--- config.mk ---
export PLATFORM = sky130hd
export DESIGN_NAME = bowling
export DESIGN_NICKNAME = d
export VERILOG_FILES = /design/src/rtl/bowling.sv
export SDC_FILE = /design/constraint.sdc
export NUM_CORES = 1
export LEC_CHECK = 0
export BUFFER_PORTS_ARGS = -buffer_cell sky130_fd_sc_hd__buf_2
export CAP_MARGIN = 20
export CELL_PAD_IN_SITES_DETAIL_PLACEMENT = 1
export CELL_PAD_IN_SITES_GLOBAL_PLACEMENT = 1
export CORE_MARGIN = 2
export CORE_UTILIZATION = 51
export CTS_BUF_LIST = sky130_fd_sc_hd__clkbuf_16
export CTS_CLUSTER_DIAMETER = 40
export DETAILED_ROUTE_END_ITERATION = 6
export PLACE_DENSITY_LB_ADDON = 0.3
export SYNTH_ARGS = -nofsm -noshare
export SYNTH_HDL_FRONTEND = slang
export SYNTH_SLANG_ARGS = --single-unit
--- constraint.sdc ---
create_clock -name clock -period 7.2 [get_ports clock]
set_clock_uncertainty 0.1 [all_clocks]
set_input_delay 0.36 -clock clock [delete_from_list [all_inputs] [get_ports clock]]
set_output_delay 0.36 -clock clock [all_outputs]
set_load 0.005 [all_outputs]
--- src/rtl/bowling.sv ---
// rtl/bowling.sv - ten-pin bowling score calculator with roll store and 10-cycle frame walker
module bowling (
  input  logic       clock,
  input  logic       reset,
  input  logic       roll,
  input  logic [3:0] pin_count,
  input  logic       calculate_score,
  output logic [8:0] score
);

  typedef enum logic [1:0] {IDLE, CALC, DONE} state_t;

  state_t      state, state_next;
  logic [3:0]  rolls [0:20];
  logic [4:0]  roll_idx;
  logic [3:0]  frame_cnt;
  logic [4:0]  frame_ptr;
  logic [8:0]  acc;

  logic [3:0]  r0, r1, r2;
  logic [4:0]  frame_sum;
  logic [4:0]  ptr_adv;
  logic [4:0]  pair_sum;
  logic [3:0]  pins_clamped;

  // Reads beyond the last stored entry behave as zero pins
  function automatic logic [3:0] roll_at(input logic [5:0] i);
    if (i <= 6'd20)
      return rolls[i[4:0]];
    else
      return 4'd0;
  endfunction

  always_comb begin
    r0 = roll_at({1'b0, frame_ptr});
    r1 = roll_at({1'b0, frame_ptr} + 6'd1);
    r2 = roll_at({1'b0, frame_ptr} + 6'd2);
  end

  always_comb begin
    pair_sum = {1'b0, r0} + {1'b0, r1};
    frame_sum = pair_sum;
    ptr_adv = 5'd2;
    if (r0 == 4'd10) begin
      frame_sum = 5'd10 + {1'b0, r1} + {1'b0, r2};
      ptr_adv = 5'd1;
    end else if (pair_sum == 5'd10) begin
      frame_sum = 5'd10 + {1'b0, r2};
    end
  end

  assign pins_clamped = (pin_count > 4'd10) ? 4'd10 : pin_count;

  always_ff @(posedge clock or negedge reset) begin
    if (!reset)
      state <= IDLE;
    else
      state <= state_next;
  end

  always_comb begin
    state_next = state;
    case (state)
      IDLE:    if (calculate_score) state_next = CALC;
      CALC:    if (frame_cnt == 4'd9) state_next = DONE;
      DONE:    if (!calculate_score) state_next = IDLE;
      default: state_next = IDLE;
    endcase
  end

  // frame_ptr and frame_cnt return to zero at the final load so IDLE always scores from frame 0
  always_ff @(posedge clock or negedge reset) begin
    if (!reset) begin
      for (int i = 0; i < 21; i++)
        rolls[i] <= 4'd0;
      roll_idx  <= 5'd0;
      frame_cnt <= 4'd0;
      frame_ptr <= 5'd0;
      acc       <= 9'd0;
      score     <= 9'd0;
    end else begin
      case (state)
        IDLE: begin
          if (calculate_score) begin
            acc       <= {4'd0, frame_sum};
            frame_ptr <= frame_ptr + ptr_adv;
            frame_cnt <= 4'd1;
          end else if (roll && roll_idx < 5'd21) begin
            rolls[roll_idx] <= pins_clamped;
            roll_idx        <= roll_idx + 5'd1;
          end
        end
        CALC: begin
          if (frame_cnt == 4'd9) begin
            score     <= acc + {4'd0, frame_sum};
            acc       <= 9'd0;
            frame_ptr <= 5'd0;
            frame_cnt <= 4'd0;
          end else begin
            acc       <= acc + {4'd0, frame_sum};
            frame_ptr <= frame_ptr + ptr_adv;
            frame_cnt <= frame_cnt + 4'd1;
          end
        end
        default: ;
      endcase
    end
  end

endmodule

Yosys cells after proc, flatten, opt, wreduce, memory -nomap -nowiden
Cells that the tools add are included.

Flip-flop bits (word level): 118. Input bits: 8. Output and inout bits: 9. Word-level logic and storage cells: 100.

Add/subtract/negate cells: 10. Order comparisons: 10. Equal/unequal tests: 8. Multiplexer cells: 32. Bitwise gates (word level): 5. Reductions and logical operators: 8.

Operators by type and width (number): 84-bit bitwise mux (1); 4-bit binary-select mux with 5-bit select (3); 4-bit 2-to-1 mux (13); 6-bit >= comparator, second input constant (4); 5-bit inverter with 6-bit output (4); 4-bit demux with 5-bit select (1); 5-bit 2-to-1 mux (4); 9-bit 2-to-1 mux (2); 9-bit case mux with 2 select lines (1); 6-bit by 5-bit less-or-equal comparator with 1-bit output, second input constant (2); 4-bit by 4-bit adder with 5-bit output, first input constant (2); 5-bit case mux with 2 select lines (1); 9-bit by 5-bit adder with 9-bit output (1); 4-bit equality test, second input constant (2); 2-bit 2-to-1 mux (4); 4-bit case mux with 2 select lines (1); 5-bit by 1-bit adder with 6-bit output, second input constant (1); 5-bit by 2-bit adder with 6-bit output, second input constant (1); 6-bit by 1-bit less-than comparator with 1-bit output, second input constant (1); 2-bit inequality test, second input constant (3); 2-bit case mux with 3 select lines (1); 3-bit AND reduction (2); 4-bit by 4-bit adder with 5-bit output (1); 5-bit by 1-bit adder with 5-bit output, second input constant (1); other kinds (14) (16).

Logic depth before layout (Yosys ltp)
Gate-level depths: netlist of the first run.

Depth in word-level cells: 13. Depth in mapped cells: 31. Depth with buffers taken out: 25.

Worst setup path after synthesis of the first run
No wires, ideal clock.

Path type: reg2reg. Start point: reg frame_ptr[1]. End point: reg acc[8]. Library setup time: 0.136 ns. Arrival: 6.256 ns. Data required time: 6.964 ns. Setup slack: 0.708 ns. Cell stages (with the launch flop): 28. Buffers on the path: 5. Period minus slack after synthesis: 6.492 ns. Cells stage by stage: dfrtp_1 > buf_6 > buf_2 > buf_2 > inv_1 > ha_1 > buf_2 > buf_1 > mux4_2 > mux2_2 > o22ai_1 > nor3_1 > ha_1 > inv_1 > fa_1 > nor3_1 > o2111ai_1 > o21bai_1 > mux2_2 > ha_1 > inv_1 > fa_1 > o21ai_0 > and2_1 > o21a_1 > nand3_1 > xor2_1 > o21ai_0.

Cells in the longest elaborated chain, start to end: 13. Elaborated cells on any way between the ends: 31.

RTL lines: start, declared (RTL line 17) `logic [4:0] frame_ptr;`; start signal, assigned (RTL line 86) `frame_ptr <= frame_ptr + ptr_adv;`; start signal, assigned (RTL line 101) `frame_ptr <= frame_ptr + ptr_adv;`; parallel branches: the longest is 9 deep, another holds 5-bit by 1-bit adder with 6-bit output; 5-bit 2-to-1 mux (*) (RTL line 44) `if (r0 == 4'd10) begin`; 9-bit by 5-bit adder with 9-bit output (*) (RTL line 100) `acc <= acc + {4'd0, frame_sum};`; 9-bit 2-to-1 mux (*) (RTL line 94) `if (frame_cnt == 4'd9) begin`; 9-bit case mux with 2 select lines (*) (RTL line 82) `case (state)`; end signal, assigned (RTL line 85) `acc <= {4'd0, frame_sum};`; end signal, assigned (RTL line 100); end, declared (RTL line 18) `logic [8:0] acc;`.

Every way passes the cells marked *. The select of a mux whose other input is x is not followed. A chain may end at the register's enable or synchronous reset.

Worst setup path in the final report of the first run
Ends and elaborated chain as after synthesis.

==> metrics, run 1 <==
Pwr Total 3.71 mW; Worst R2R Start frame_ptr[1]$_DFFE_PN0P_; Worst Hold Launch calculate_score; EDFF count, synth 0; worst-margin pin slew 1.12 ns; Mapped Cells 743; post-DR wirelength/cell 25.2 um; die area 0.0165 sq mm; CTS max path bufs 2; main flop type after synthesis dfrtp_1; Crit path max-delay family adder cells; Hold WC Path Type in -> reg; crit path DAT 6.79 ns; fillers 1623; nets 788; worst vdd ir 0.000199 V; # IOs 17; final setup margin 0.598 ns; Root Buffer clkbuf_16; Placer Congestion 1.00; headroom to the max-slew limit 25.2%; vias in the first global route 6865; Port-buffer cells 16; crit-path cells buf_4 > ha_1 > nand2_1 > xor2_1 > o21ai_1 > nor2_1 > nor2_1 > nor4_1 > inv_1 > fa_1 > xnor2_1 > nor3_1 > o2111ai_1 > o21bai_1 > mux2_2 > ha_1 > inv_1 > fa_1 > o21ai_0 > and2_1 > o21a_1 > nand3_1 > xor2_1 > o21ai_0; Ys Warns 0; Final Cycle Share 91.7%; worst slack, placed 0.640 ns; Initial Util 52.1%; RSZ-0062 raised after global routing no; final instance area 0.00864 sq mm; post-DR vias/cell 6.77; final cell count without fillers 946; Avg Cell Area, Syn 10.6 sq um; CP max-delay cell buf_4; setup tns final 0 ns; CP required 7.39 ns; Post-CTS Setup Repair Bufs 0; H-Tree Level Count 4; via count 6400; DP Area 0.00805 sq mm; Final Critical Period 6.60 ns; leakage power 3.83 nW; leading area contributor after synthesis dfrtp_1; Post-synth ARST share 100%; Synth area leaders dfrtp_1 37%, mux4_2 11%, mux2_2 5.4%; layout cell share with drive strength beyond 1 19.0%; Overflow after GRT 0; synthesis-to-layout area growth 9.63%; Inst Count DP 913; FF+latch count, synth 118; library cells used by synthesis 63; clock latency at the later pin of the worst-skew pair 0.44 ns; R2R depth 24; Num CTS Buffers 17; CTS tree built; setup violators final 0; hold_ws 0.108 ns; CP endpoint kind register; post-synth top area share 37.4%; clock slew at reported path FFs 0.06 ns; Die H 128 um; Syn Std Cell Area 0.00789 sq mm; TritonRoute pass-1 iters 5; buffers and inverters on the worst path 3; # DRC 0; core area 0.0151 sq mm; row count 45; Worst Hold Depth 3; post-DP HPWL 16700 um; Clock Sinks 118; first-pass GRT wire length 38700 um; Seq/Total Area, Yosys 37.4%; f_max 151 MHz; Routed WL 23900 um; status completed; Hold Path Sink state[1]$_DFFE_PN0P_; Final Max Slew Viols 0; Final ANT Viol Nets 0; initial antenna violation count 0; Final Hold Vio Count 0; GRT Total Usage 31.3%; CP startpoint kind register; worst flop-to-flop path endpoint acc[8]$_DFFE_PN0P_; Max Cap Viol 0; Util after Layout 57.1%; Die Wd 128 um; number of DRC markers in iteration 0 407; worst reg2reg setup slack 0.60 ns; Mapped Nets 786; Crit path largest cell delay 0.55 ns; largest net degree at the start of global routing 77; WS Path Type reg -> reg; crit path max fanout 51; ant diodes 0; pwr dens 430 mW/mm^2
==> synth_stat cells, types with 2 or more instances <==
cell type / count
a31oi_1: 8
nand2b_1: 5
o2bb2ai_1: 2
a21oi_1: 19
a22oi_1: 8
nor2b_1: 14
o2111ai_1: 5
ha_1: 31
nor4_1: 2
nand3b_1: 4
xor2_1: 9
nand2_1: 101
nand4_1: 3
o21a_1: 2
mux4_2: 38
inv_1: 25
xnor2_1: 12
mux2i_1: 21
clkbuf_1: 21
nor3_1: 14
nor2_1: 30
a211oi_1: 5
a22oi_2: 2
nand3_1: 19
and2_1: 10
buf_2: 12
o22ai_1: 6
a21o_1: 8
dfrtp_1: 118
o31ai_1: 4
a41oi_1: 2
fa_1: 4
or2_2: 4
o211ai_1: 2
or4_1: 2
nor3b_1: 5
o21ai_0: 84
buf_1: 2
mux2_2: 38
o21bai_1: 3
mux4_1: 14
buf_6: 4
==> worst max-delay path by stage <==
stage          depth (start not counted)  slack, ns                    to                     start
2_1_floorplan                         27       0.71    acc[8]$_DFFE_PN0P_  frame_ptr[1]$_DFFE_PN0P_
3_3_place_gp                          24       1.05  score[8]$_DFFE_PN0P_  frame_ptr[1]$_DFFE_PN0P_
3_5_place_dp                          25       0.64  score[8]$_DFFE_PN0P_  frame_ptr[0]$_DFFE_PN0P_
4_1_cts                               25       0.54  score[8]$_DFFE_PN0P_  frame_ptr[0]$_DFFE_PN0P_
5_1_grt                               24      0.004    acc[8]$_DFFE_PN0P_  frame_ptr[1]$_DFFE_PN0P_
6_report                              24       0.60    acc[8]$_DFFE_PN0P_  frame_ptr[1]$_DFFE_PN0P_
==> placed cells by master (no fill, tap or decap), types with 6 or more instances in the layout <==
cell / n
dfrtp_1: 116
nand2_1: 101
o21ai_0: 84
mux4_2: 38
mux2_2: 38
ha_1: 31
nor2_1: 30
inv_1: 25
mux2i_1: 21
nand3_1: 19
a21oi_1: 18
clkbuf_16: 17
buf_2: 15
nor2b_1: 14
mux4_1: 14
nor3_1: 14
xnor2_1: 12
and2_1: 10
xor2_1: 9
a31oi_1: 8
a22oi_1: 8
a21o_1: 8
buf_4: 7
o22ai_1: 6
==> power breakdown <==
part	internal [mW]	total, mW	switching, mW	leakage (nW)
clock	0.509	0.846	0.337	0.276
sequential	0.807	0.992	0.185	1.59
combinational	0.796	1.88	1.08	1.97
total	2.11	3.71	1.60	3.83
==> cell type report <==
type	instances	area, sq um	area share [%]
sequential	118	2960	34.2
timing repair buffer	24	149	1.72
clock inverter	15	155	1.79
tap	188	235	2.72
multi-input combinational	559	4630	53.6
inverter	25	93.8	1.09
clock buffer	17	425	4.92
==> what timing repair did <==
action,in CTS,in global routing
hold buffers,1,0
endpoints found under the setup margin,0,3
gates resized for setup,0,1
endpoints found under the hold margin,43,0
==> worst register-to-register path, cell delays in order, from the launching register on <==
cell	delay [ns]
dfrtp_2	0.35
buf_4	0.55
ha_1	0.43
nand2_1	0.13
xor2_1	0.47
o21ai_1	0.24
nor2_1	0.15
nor2_1	0.05
nor4_1	0.47
inv_1	0.16
fa_1	0.48
xnor2_1	0.16
nor3_1	0.27
o2111ai_1	0.26
o21bai_1	0.20
mux2_2	0.18
ha_1	0.18
inv_1	0.07
fa_1	0.39
o21ai_0	0.34
and2_1	0.18
o21a_1	0.19
nand3_1	0.11
xor2_1	0.21
o21ai_0	0.14
==> metal layers <==
metal	global-route usage, %	routed length (um)	vias up	part of all wire (%)
met5	0	0	-	0
met4	14.7	960	0	4.0
met3	5.86	1080	82	4.5
met2	53.3	12300	219	52
met1	38.8	9500	3318	40
li1	-	-	2781	-
==> sequential cells by signal, indices dropped and copies added, names as in the netlist <==
name       cells
acc            9
frame_cnt      4
frame_ptr      5
roll_idx       5
rolls         84
score          9
state          2
==> logic make-up (layout without fill, tap and decap cells) <==
kind of cell | Yosys count | count (layout) | synth area share [%]
AND/OR/NAND/NOR | 217 | 217 | 13.0
buffers and inverters | 66 | 81 | 3.87
adder cells (fa/ha/maj) | 35 | 35 | 5.93
XOR/XNOR | 21 | 21 | 2.33
AO/OA/AOI/OAI | 175 | 175 | 13.8
flip-flops | 118 | 118 | 37.4
multiplexers | 111 | 111 | 23.6
Note: power is estimated with default switching activity, not from simulation.
==> run 2: changes to the inputs <==
--- a/config.mk
+++ b/config.mk
@@ -14,7 +14,7 @@
 export CTS_BUF_LIST = sky130_fd_sc_hd__clkbuf_16
 export CTS_CLUSTER_DIAMETER = 40
 export DETAILED_ROUTE_END_ITERATION = 6
-export PLACE_DENSITY_LB_ADDON = 0.3
+export PLACE_DENSITY = 0.91
 export SYNTH_ARGS = -nofsm -noshare
 export SYNTH_HDL_FRONTEND = slang
 export SYNTH_SLANG_ARGS = --single-unit
==> run 2 against run 1 <==
Against the previous run:
- clock power fell by 4.7%
- hold slack better by 0.012 ns
- flip-flop and latch count stayed put
- first-iteration DRC count is 41% higher
- sequential power about the same
- combinational power barely moved
- total power is 0.82% lower
- largest cell class unchanged
==> metrics, run 2 (synthesis gave the netlist of run 1 again) <==
ant diodes 0 (unchanged); CP required 7.40 ns (about the same); Initial Util 52.1% (unchanged); Routed WL 23900 um (+0.14%); post-DR vias/cell 6.80 (+0.58%); final setup margin 0.443 ns (-0.155 ns); TritonRoute pass-1 iters 5 (unchanged); commonest non-fill, non-tap cell in the layout dfrtp_1; CP endpoint kind register; status completed; Pwr Total 3.68 mW (-0.82%); clock latency at the later pin of the worst-skew pair 0.44 ns (about the same); Crit path max-delay family simple AND/OR/NAND/NOR gates; Final Critical Period 6.76 ns (+0.155 ns); Final ANT Viol Nets 0 (unchanged); post-DR wirelength/cell 25.2 um (+0.14%); largest net degree at the start of global routing 79 (+2.6%); top flop regs rolls (84), acc (9), score (9); synthesis-to-layout area growth 9.27%; first-pass GRT wire length 38200 um (-1.4%); # DRC 0 (unchanged); Die H 128 um (unchanged); CTS tree built; f_max 148 MHz (-2.3%); GRT Total Usage 30.8% (-0.52 points); H-Tree Level Count 4 (unchanged); Final Hold Vio Count 0 (unchanged); vias in the first global route 6913 (+0.70%); worst-margin pin slew 1.12 ns (-0.00346 ns); crit-path cells inv_1 > ha_1 > nor3_1 > a22oi_1 > nor2_1 > nor2_1 > nor4_1 > inv_1 > fa_1 > xnor2_1 > nor3_1 > o2111ai_1 > o21bai_1 > mux2_2 > ha_1 > inv_1 > fa_1 > o21ai_0 > and2_1 > o21a_1 > nand3_1 > xor2_1 > o21ai_0; Final Max Slew Viols 0 (unchanged); Post-CTS Setup Repair Bufs 0 (unchanged); CP max-delay cell ha_1; die area 0.0165 sq mm (unchanged); nets 788 (unchanged); number of DRC markers in iteration 0 574 (+41%); max reg flops 84 (unchanged); Die Wd 128 um (unchanged); layout cell share with drive strength beyond 1 19.4% (+0.40 points); crit path DAT 6.95 ns (+0.16 ns); Crit path top cell by count inv_1; Port-buffer cells 16 (unchanged); worst reg2reg setup slack 0.44 ns (-0.16 ns); Max Cap Viol 0 (unchanged); Hold WC Path Type in -> reg; post-DP HPWL 16800 um (+0.50%); CTS max path bufs 2 (unchanged); setup violators final 0 (unchanged); crit path max fanout 18 (-65%); Placer Congestion 0.935 (-6.7%); pwr dens 428 mW/mm^2 (-0.49%); worst slack, placed 0.695 ns (+0.0560 ns); # IOs 17 (unchanged); RSZ-0062 raised after global routing no; commonest cells after routing, fill and taps aside 116 x dfrtp_1, 101 x nand2_1, 84 x o21ai_0; CP startpoint kind register; initial antenna violation count 0 (unchanged); Root Buffer clkbuf_16; headroom to the max-slew limit 25.6% (+0.39 points); Clock Sinks 118 (unchanged); worst vdd ir 0.000286 V (+43%); Biggest register rolls; Overflow after GRT 0 (unchanged); via count 6437 (+0.58%); Final Cycle Share 93.8% (+2.2 points); Num CTS Buffers 17 (unchanged); row count 45 (unchanged); WS Path Type reg -> reg; core area 0.0151 sq mm (unchanged); buffers and inverters on the worst path 3 (unchanged); leakage power 3.83 nW (-0.15%); Crit path largest cell delay 0.66 ns (+0.11 ns); Util after Layout 56.9% (-0.19 points); clock slew at reported path FFs 0.07 ns (about the same); setup tns final 0 ns (unchanged)
run 2: cell count changes in the layout (fill, tap and decap cells not counted):
cell and change:
xor2_2 +1, buf_4 -1, inv_6 +4, clkinv_2 +2, clkinv_4 -2, clkinvlp_4 -1, clkinv_1 -2, xor2_1 -1
bufinv_16 -2, clkbuf_4 +1, inv_8 +1
run 2: power by group:
group / switching [mW] / leakage (nW) / internal (mW)
registers: 0.194 / 1.59 / 0.806
logic: 1.09 / 1.97 / 0.790
clock network: 0.359 / 0.268 / 0.447
run 2: worst reg2reg max path, cell delays in order (launching register included):
cell	delay (ns)
dfrtp_2	0.41
inv_1	0.23
ha_1	0.66
nor3_1	0.60
a22oi_1	0.23
nor2_1	0.14
nor2_1	0.05
nor4_1	0.47
inv_1	0.17
fa_1	0.48
xnor2_1	0.18
nor3_1	0.28
o2111ai_1	0.27
o21bai_1	0.22
mux2_2	0.19
ha_1	0.16
inv_1	0.06
fa_1	0.40
o21ai_0	0.38
and2_1	0.22
o21a_1	0.20
nand3_1	0.15
xor2_1	0.24
o21ai_0	0.13
run 2: cell type report:
class	instances	area, sq um
repair buffers	24	149
clock buffers	17	425
multi-input cells	559	4640
inverters	25	93.8
flip-flops and latches	118	2960
clock inverters	15	119
well taps	188	235
fillers	1592	6530
run 2: routing by layer:
metal,global-route usage (%),routed length [um],vias up
met5,0,0,-
met4,15.3,1030,0
met3,5.57,1290,80
met2,54.1,12500,272
met1,36.4,9100,3316
li1,-,-,2769
run 2: worst paths after layout:
kind,depth (start not counted),endpoint,from
min reg2reg,2,score[5]$_DFFE_PN0P_,score[5]$_DFFE_PN0P_
max in group asynchronous,3,rolls[66]$_DFFE_PN0P_,reset
max reg2reg,23,score[8]$_DFFE_PN0P_,frame_ptr[1]$_DFFE_PN0P_
max,23,score[8]$_DFFE_PN0P_,frame_ptr[1]$_DFFE_PN0P_
min in group asynchronous,2,score[5]$_DFFE_PN0P_,reset
min,3,state[1]$_DFFE_PN0P_,calculate_score
run 2: timing repair:
item                                    CTS  global route
endpoints found under the hold margin    40             0
gates resized for setup                   0             2
endpoints found under the setup margin    0             4
hold buffers                              1             0
run 2: per-stage QoR:
stage	hold slack (ns)	cells	area [sq um]
6_report	0.120	946	8620
5_1_grt	0.145	946	8620
4_1_cts	0.111	945	8600
3_5_place_dp	0.279	912	8040
3_3_place_gp	0.264	912	8040
2_1_floorplan	-0.0356	743	7890
